[src/rtl/riscv_pkg.sv]
// Shared core-wide constants and the fetch FSM state type.
package riscv_pkg;

  localparam int unsigned XLEN = 64;
  localparam int unsigned ILEN = 32;
  localparam logic [ILEN-1:0] NOP_INSTR = 32'h0000_0013;

  typedef enum logic [1:0] {
    FETCH   = 2'd0,
    WAIT    = 2'd1,
    DISCARD = 2'd2
  } fetch_state_e;

endpackage

[src/rtl/fetch_queue.sv]
// DEPTH-entry FIFO of fetched {pc, instr} pairs with synchronous flush.
module fetch_queue
  import riscv_pkg::*;
#(
  parameter int unsigned DEPTH = 2
) (
  input  logic                   clk,
  input  logic                   rst,
  input  logic                   flush_i,
  input  logic                   push_i,
  input  logic                   pop_i,
  input  logic [XLEN-1:0]        push_pc_i,
  input  logic [ILEN-1:0]        push_instr_i,
  output logic                   valid_o,
  output logic [XLEN-1:0]        head_pc_o,
  output logic [ILEN-1:0]        head_instr_o,
  output logic [$clog2(DEPTH):0] count_o
);

  localparam int unsigned AW = $clog2(DEPTH);
  localparam logic [AW:0] FULL = (AW+1)'(DEPTH);

  logic [AW-1:0]   wr_q, rd_q;
  logic [AW:0]     cnt_q;
  logic            push_ok, pop_ok;
  logic [XLEN-1:0] pc_mem_q    [DEPTH];
  logic [ILEN-1:0] instr_mem_q [DEPTH];

  // A push into a full queue is only legal when the head leaves in the same cycle.
  assign pop_ok  = pop_i && (cnt_q != '0);
  assign push_ok = push_i && ((cnt_q != FULL) || pop_ok);

  always_ff @(posedge clk or posedge rst) begin
    if (rst) begin
      wr_q  <= '0;
      rd_q  <= '0;
      cnt_q <= '0;
    end else if (flush_i) begin
      wr_q  <= '0;
      rd_q  <= '0;
      cnt_q <= '0;
    end else begin
      if (push_ok) wr_q <= wr_q + AW'(1);
      if (pop_ok)  rd_q <= rd_q + AW'(1);
      cnt_q <= cnt_q + (AW+1)'(push_ok) - (AW+1)'(pop_ok);
    end
  end

  always_ff @(posedge clk) begin
    if (push_ok && !flush_i) begin
      pc_mem_q[wr_q]    <= push_pc_i;
      instr_mem_q[wr_q] <= push_instr_i;
    end
  end

  assign valid_o      = (cnt_q != '0);
  assign head_pc_o    = pc_mem_q[rd_q];
  assign head_instr_o = instr_mem_q[rd_q];
  assign count_o      = cnt_q;

endmodule

[src/rtl/fetch_unit.sv]
// Instruction fetch: request FSM and fetch PC feeding a small queue toward decode.
module fetch_unit
  import riscv_pkg::*;
#(
  parameter logic [XLEN-1:0] RESET_PC = 64'h0,
  parameter int unsigned     DEPTH    = 2
) (
  input  logic            clk,
  input  logic            rst,
  output logic            imem_req,
  output logic [XLEN-1:0] imem_addr,
  input  logic            imem_ack,
  input  logic [ILEN-1:0] imem_rdata,
  input  logic            stall,
  input  logic            redirect,
  input  logic [XLEN-1:0] redirect_pc,
  output logic            id_valid,
  output logic [ILEN-1:0] id_instr,
  output logic [XLEN-1:0] id_pc
);

  localparam logic [$clog2(DEPTH):0] Q_FULL = ($clog2(DEPTH)+1)'(DEPTH);

  fetch_state_e           state_q, state_d;
  logic [XLEN-1:0]        pc_q, pc_d;
  logic [XLEN-1:0]        redirect_tgt;
  logic                   push, pop;
  logic                   q_valid;
  logic [XLEN-1:0]        q_pc;
  logic [ILEN-1:0]        q_instr;
  logic [$clog2(DEPTH):0] q_count;

  assign redirect_tgt = redirect_pc & ~64'h3;

  always_comb begin
    state_d  = state_q;
    imem_req = 1'b0;
    unique case (state_q)
      FETCH: begin
        imem_req = (q_count < Q_FULL) && !redirect;
        if (imem_req && !imem_ack) state_d = WAIT;
      end
      // The outstanding request stays asserted even under redirect; its data is dropped later.
      WAIT: begin
        imem_req = 1'b1;
        if (imem_ack)      state_d = FETCH;
        else if (redirect) state_d = DISCARD;
      end
      DISCARD: begin
        if (imem_ack) state_d = FETCH;
      end
      default: state_d = FETCH;
    endcase
    if (rst) imem_req = 1'b0;
  end

  assign push = imem_req && imem_ack && !redirect;
  assign pop  = q_valid && !stall && !redirect;

  always_comb begin
    pc_d = pc_q;
    if (redirect)  pc_d = redirect_tgt;
    else if (push) pc_d = pc_q + 64'd4;
  end

  always_ff @(posedge clk or posedge rst) begin
    if (rst) begin
      state_q <= FETCH;
      pc_q    <= RESET_PC;
    end else begin
      state_q <= state_d;
      pc_q    <= pc_d;
    end
  end

  fetch_queue #(
    .DEPTH(DEPTH)
  ) u_queue (
    .clk          (clk),
    .rst          (rst),
    .flush_i      (redirect),
    .push_i       (push),
    .pop_i        (pop),
    .push_pc_i    (pc_q),
    .push_instr_i (imem_rdata),
    .valid_o      (q_valid),
    .head_pc_o    (q_pc),
    .head_instr_o (q_instr),
    .count_o      (q_count)
  );

  assign imem_addr = pc_q;
  assign id_valid  = q_valid;
  assign id_instr  = q_valid ? q_instr : NOP_INSTR;
  assign id_pc     = q_valid ? q_pc : '0;

endmodule

[config.mk]
export PLATFORM = sky130hd
export DESIGN_NAME = fetch_unit
export DESIGN_NICKNAME = d
export VERILOG_FILES = /design/src/rtl/riscv_pkg.sv /design/src/rtl/fetch_queue.sv /design/src/rtl/fetch_unit.sv
export SDC_FILE = /design/constraint.sdc
export NUM_CORES = 1
export LEC_CHECK = 0
export ABC_AREA = 1
export CAP_MARGIN = 30
export CORE_MARGIN = 2
export CORE_UTILIZATION = 50
export CTS_BUF_LIST = sky130_fd_sc_hd__clkbuf_8
export CTS_CLUSTER_SIZE = 28
export DETAILED_ROUTE_END_ITERATION = 8
export PLACE_DENSITY_LB_ADDON = 0.3
export SYNTH_ARGS = -nofsm -noshare
export SYNTH_HDL_FRONTEND = slang
export SYNTH_SLANG_ARGS = --single-unit
export TNS_END_PERCENT = 30
[constraint.sdc]
create_clock -name clk -period 7.3 [get_ports clk]
set_clock_uncertainty 0.2 [all_clocks]
set_input_delay 1.095 -clock clk [delete_from_list [all_inputs] [get_ports clk]]
set_output_delay 1.095 -clock clk [all_outputs]
set_load 0.02 [all_outputs]
==> metrics.md <==
| Metric | Value |
|---|---|
| Status | `complete, no violations` |
| Die Span Y | `160 um` |
| Worst vdd ir | `0.000130 V` |
| Post-DR vias/cell | `5.23` |
| Critical path class | `reg2out` |
| Gp weighted congestion | `0.964` |
| Grt ovf | `0` |
| DRC viols | `0` |
| Number of global-route vias before repair | `9711` |
| WL per Instance | `18.0 um` |
| Initial antenna violation count | `0` |
| Setup Fix Bufs, Post-CTS | `0` |
| RSZ-0062 raised after global routing | `false` |
| Clk slew on worst S/H paths | `0.06 ns` |
| Netlist Area Pre-Place | `12200 um2` |
| Largest net degree at the start of global routing | `71` |
| Area occupied by multi-input gates | `4280 um2` |
| Crit path required time | `6.00 ns` |
| CP Max Fanout | `60` |
| CTS buffer count | `42` |
| # clock sinks | `256` |
| Final Util | `65.7%` |
| R2R cell count | `9` |
| Cell Rows | `57` |
| DP HPWL | `24500 um` |
| CTS tree | `yes` |
| Nets | `1707` |
| Share of layout cells above drive strength 1 | `5.63%` |
| Gate Count Post-Synth | `1343` |
| Iteration-0 DRC Markers | `884` |
| P per Cell Area | `226 nW/um2` |
| Cts hold-fix bufs | `0` |
| Syn avg cell area | `9.05 um2` |
| Met2 wire len | `17000 um` |
| Number of fill cells | `2021` |
| HP Class | `reg2reg` |
| Initial Utilization | `50.4%` |
| CP peak stage delay | `0.67 ns` |
| Worst R2R Setup Slack | `3.67 ns` |
| Post-synthesis register bit count | `256` |
| DR vias | `10.2k` |
| Most frequent cells in the layout | `nand2_1, clkdlybuf4s50_1, edfxtp_1` |
| Met3 WL | `2240 um` |
| Max transition margin | `42.9%` |
| Worst path slowest cell | `dfrtp_4` |
| Detail Route Antenna Nets | `0` |
| Slew Viols, Final | `0` |
| FF-to-FF Start | `u_queue.count_o[1]$_DFF_PP0_` |
| Final instance count without filler cells | `1959` |
| Pre-antenna DRT Iters | `5` |
| Final setup violation count | `0` |
| Die W | `160 um` |
| First-pass GRT wire length | `54300 um` |
| Min Tclk post-route | `4.61 ns` |
| Critical Path Source | `u_queue.rd_q$_DFFE_PP0P_` |
| Top sig layer | `met4` |
| Die Area | `25600 um2` |
| Post-synth cell types | `37` |
| Critical Path AT | `3.31 ns` |
| Top-area cell type share of the netlist area | `46.5%` |
| Clk_lat worst skew | `0.54 ns` |
| Area grow syn2layout | `30.4%` |
| CTS resizes | `0` |
| Static Leak | `6.01 nW` |
| Crit start category | `flop` |
| Port Buf Inserts | `256` |
| Met1 Wirelength | `15400 um` |
| Most common cell after layout, fill and taps aside | `nand2_1` |
| Crit-path cells | `clkinv_2 -> buf_4 -> nand2_1 -> a21oi_1 -> clkdlybuf4s50_1` |
| Fin. Hold Viols | `0` |
| Clk buf depth | `3` |
| # IOs | `263` |
| CP Capture Type | `output pin` |
| # Max-Cap Violations | `0` |
| Worst-Margin Slew | `0.854 ns` |
| Inst Count DP | `1881` |
| Final WL | `35300 um` |
| TNS Setup | `0 ns` |
| Tot GR Track Use | `27.2%` |
| FF-to-FF End | `u_queue.pc_mem_q[1][41]$_DFFE_PP_` |
| Period utilization | `63.1%` |
| CTS root buf | `clkbuf_8` |
| FF/Latch Area | `7350 um2` |
| Number of H-tree levels | `2` |
| Core area | `24100 um2` |
| Largest cells by area after synthesis | `edfxtp_1, nand2_1, dfrtp_1` |
| YS warnings | `0` |
| N_diodes | `0` |
| Synth area leader | `edfxtp_1` |
| Crit path to | `id_pc[44]` |
| Post-synthesis sequential area ratio | `60.5%` |
| Achievable Freq | `217 MHz` |
==> per-layer routing <==
layer	up-vias	global-route usage (%)
li1	4933	-
met1	4876	38.1
met2	373	44.8
met3	55	4.26
met4	0	6.76
met5	-	0
==> synthesized netlist by cell type <==
master	n
a22oi_1	2
nand4_1	8
dfrtp_1	68
o211ai_1	9
xor2_1	20
o31ai_1	1
and2_1	1
o21ai_0	30
nand2_2	2
conb_1	1
xnor2_1	13
nor4_4	1
buf_1	1
nor2_2	3
nand2_4	3
nand2_1	509
nor3_1	5
a2111oi_0	1
a21oi_1	95
a31oi_1	1
inv_1	82
buf_6	1
ha_1	3
nand3_1	71
clkbuf_1	37
o21a_1	1
buf_4	6
inv_2	2
nor2_4	4
nor3_2	3
buf_2	9
nor3_4	1
nor2_1	147
edfxtp_1	188
o21bai_1	10
o21ai_1	2
nand3b_1	2
==> sequential cells by signal, summed over array words and instances, names as in the netlist <==
name and cells:
u_queue.pc_mem_q 124, u_queue.count_o 2, u_queue.wr_q 1, state_q 2
u_queue.instr_mem_q 64, u_queue.rd_q 1, imem_addr 62
==> through the flow <==
step | area [um2] | power, mW | hold WS [ns] | setup slack, ns
4_1_cts | 15800 | 3.61 | 0.355 | 2.67
2_1_floorplan | 12200 | 2.09 | 0.270 | 0.478
3_5_place_dp | 15000 | 2.42 | 0.337 | 2.62
6_report | 15800 | 3.58 | 0.353 | 2.69
3_3_place_gp | 15000 | 2.41 | 0.325 | 2.71
5_1_grt | 15800 | 3.74 | 0.385 | 2.48
==> kinds of logic (layout without fill, tap and decap cells) <==
family	count (synthesis)	in the layout	share of synthesized area (%)
flip-flops	256	256	60.5
AO/OA/AOI/OAI	152	152	6.78
other	1	4	0.0309
AND/OR/NAND/NOR	760	760	25.4
adder cells (fa/ha/maj)	3	3	0.309
buffers and inverters	138	427	4.60
XOR/XNOR	33	33	2.38
==> area by class of cell <==
cell class | count | share of cell area [%]
inverter | 84 | 2.00
multi-input combinational | 952 | 27.0
timing repair buffer | 267 | 17.0
clock buffer | 47 | 4.08
tap | 324 | 2.56
clock inverter | 29 | 0.956
sequential | 256 | 46.4
==> worst max-delay path, delay by kind of cell (launching register included) <==
kind                   cells  cell delay, ns
AND/OR/NAND/NOR            1            0.13
buffers and inverters      3            1.70
AO/OA/AOI/OAI              1            0.20
flip-flops                 1            0.67
==> report_power, final <==
part / switching [mW] / internal, mW
clock: 0.558 / 0.628
sequential: 0.105 / 1.64
combinational: 0.374 / 0.276
==> worst min path at each step <==
stage | from | end | slack [ns] | depth (start not counted)
3_5_place_dp | imem_addr[63]$_DFFE_PP0P_ | u_queue.pc_mem_q[0][63]$_DFFE_PP_ | 0.34 | 0
5_1_grt | imem_addr[63]$_DFFE_PP0P_ | u_queue.pc_mem_q[0][63]$_DFFE_PP_ | 0.38 | 0
3_3_place_gp | imem_addr[63]$_DFFE_PP0P_ | u_queue.pc_mem_q[0][63]$_DFFE_PP_ | 0.33 | 0
6_report | imem_addr[63]$_DFFE_PP0P_ | u_queue.pc_mem_q[0][63]$_DFFE_PP_ | 0.35 | 0
4_1_cts | imem_addr[63]$_DFFE_PP0P_ | u_queue.pc_mem_q[0][63]$_DFFE_PP_ | 0.35 | 0
2_1_floorplan | u_queue.wr_q$_DFFE_PP0P_ | u_queue.wr_q$_DFFE_PP0P_ | 0.27 | 1
No activity file was read; power rests on OpenSTA's default activity.
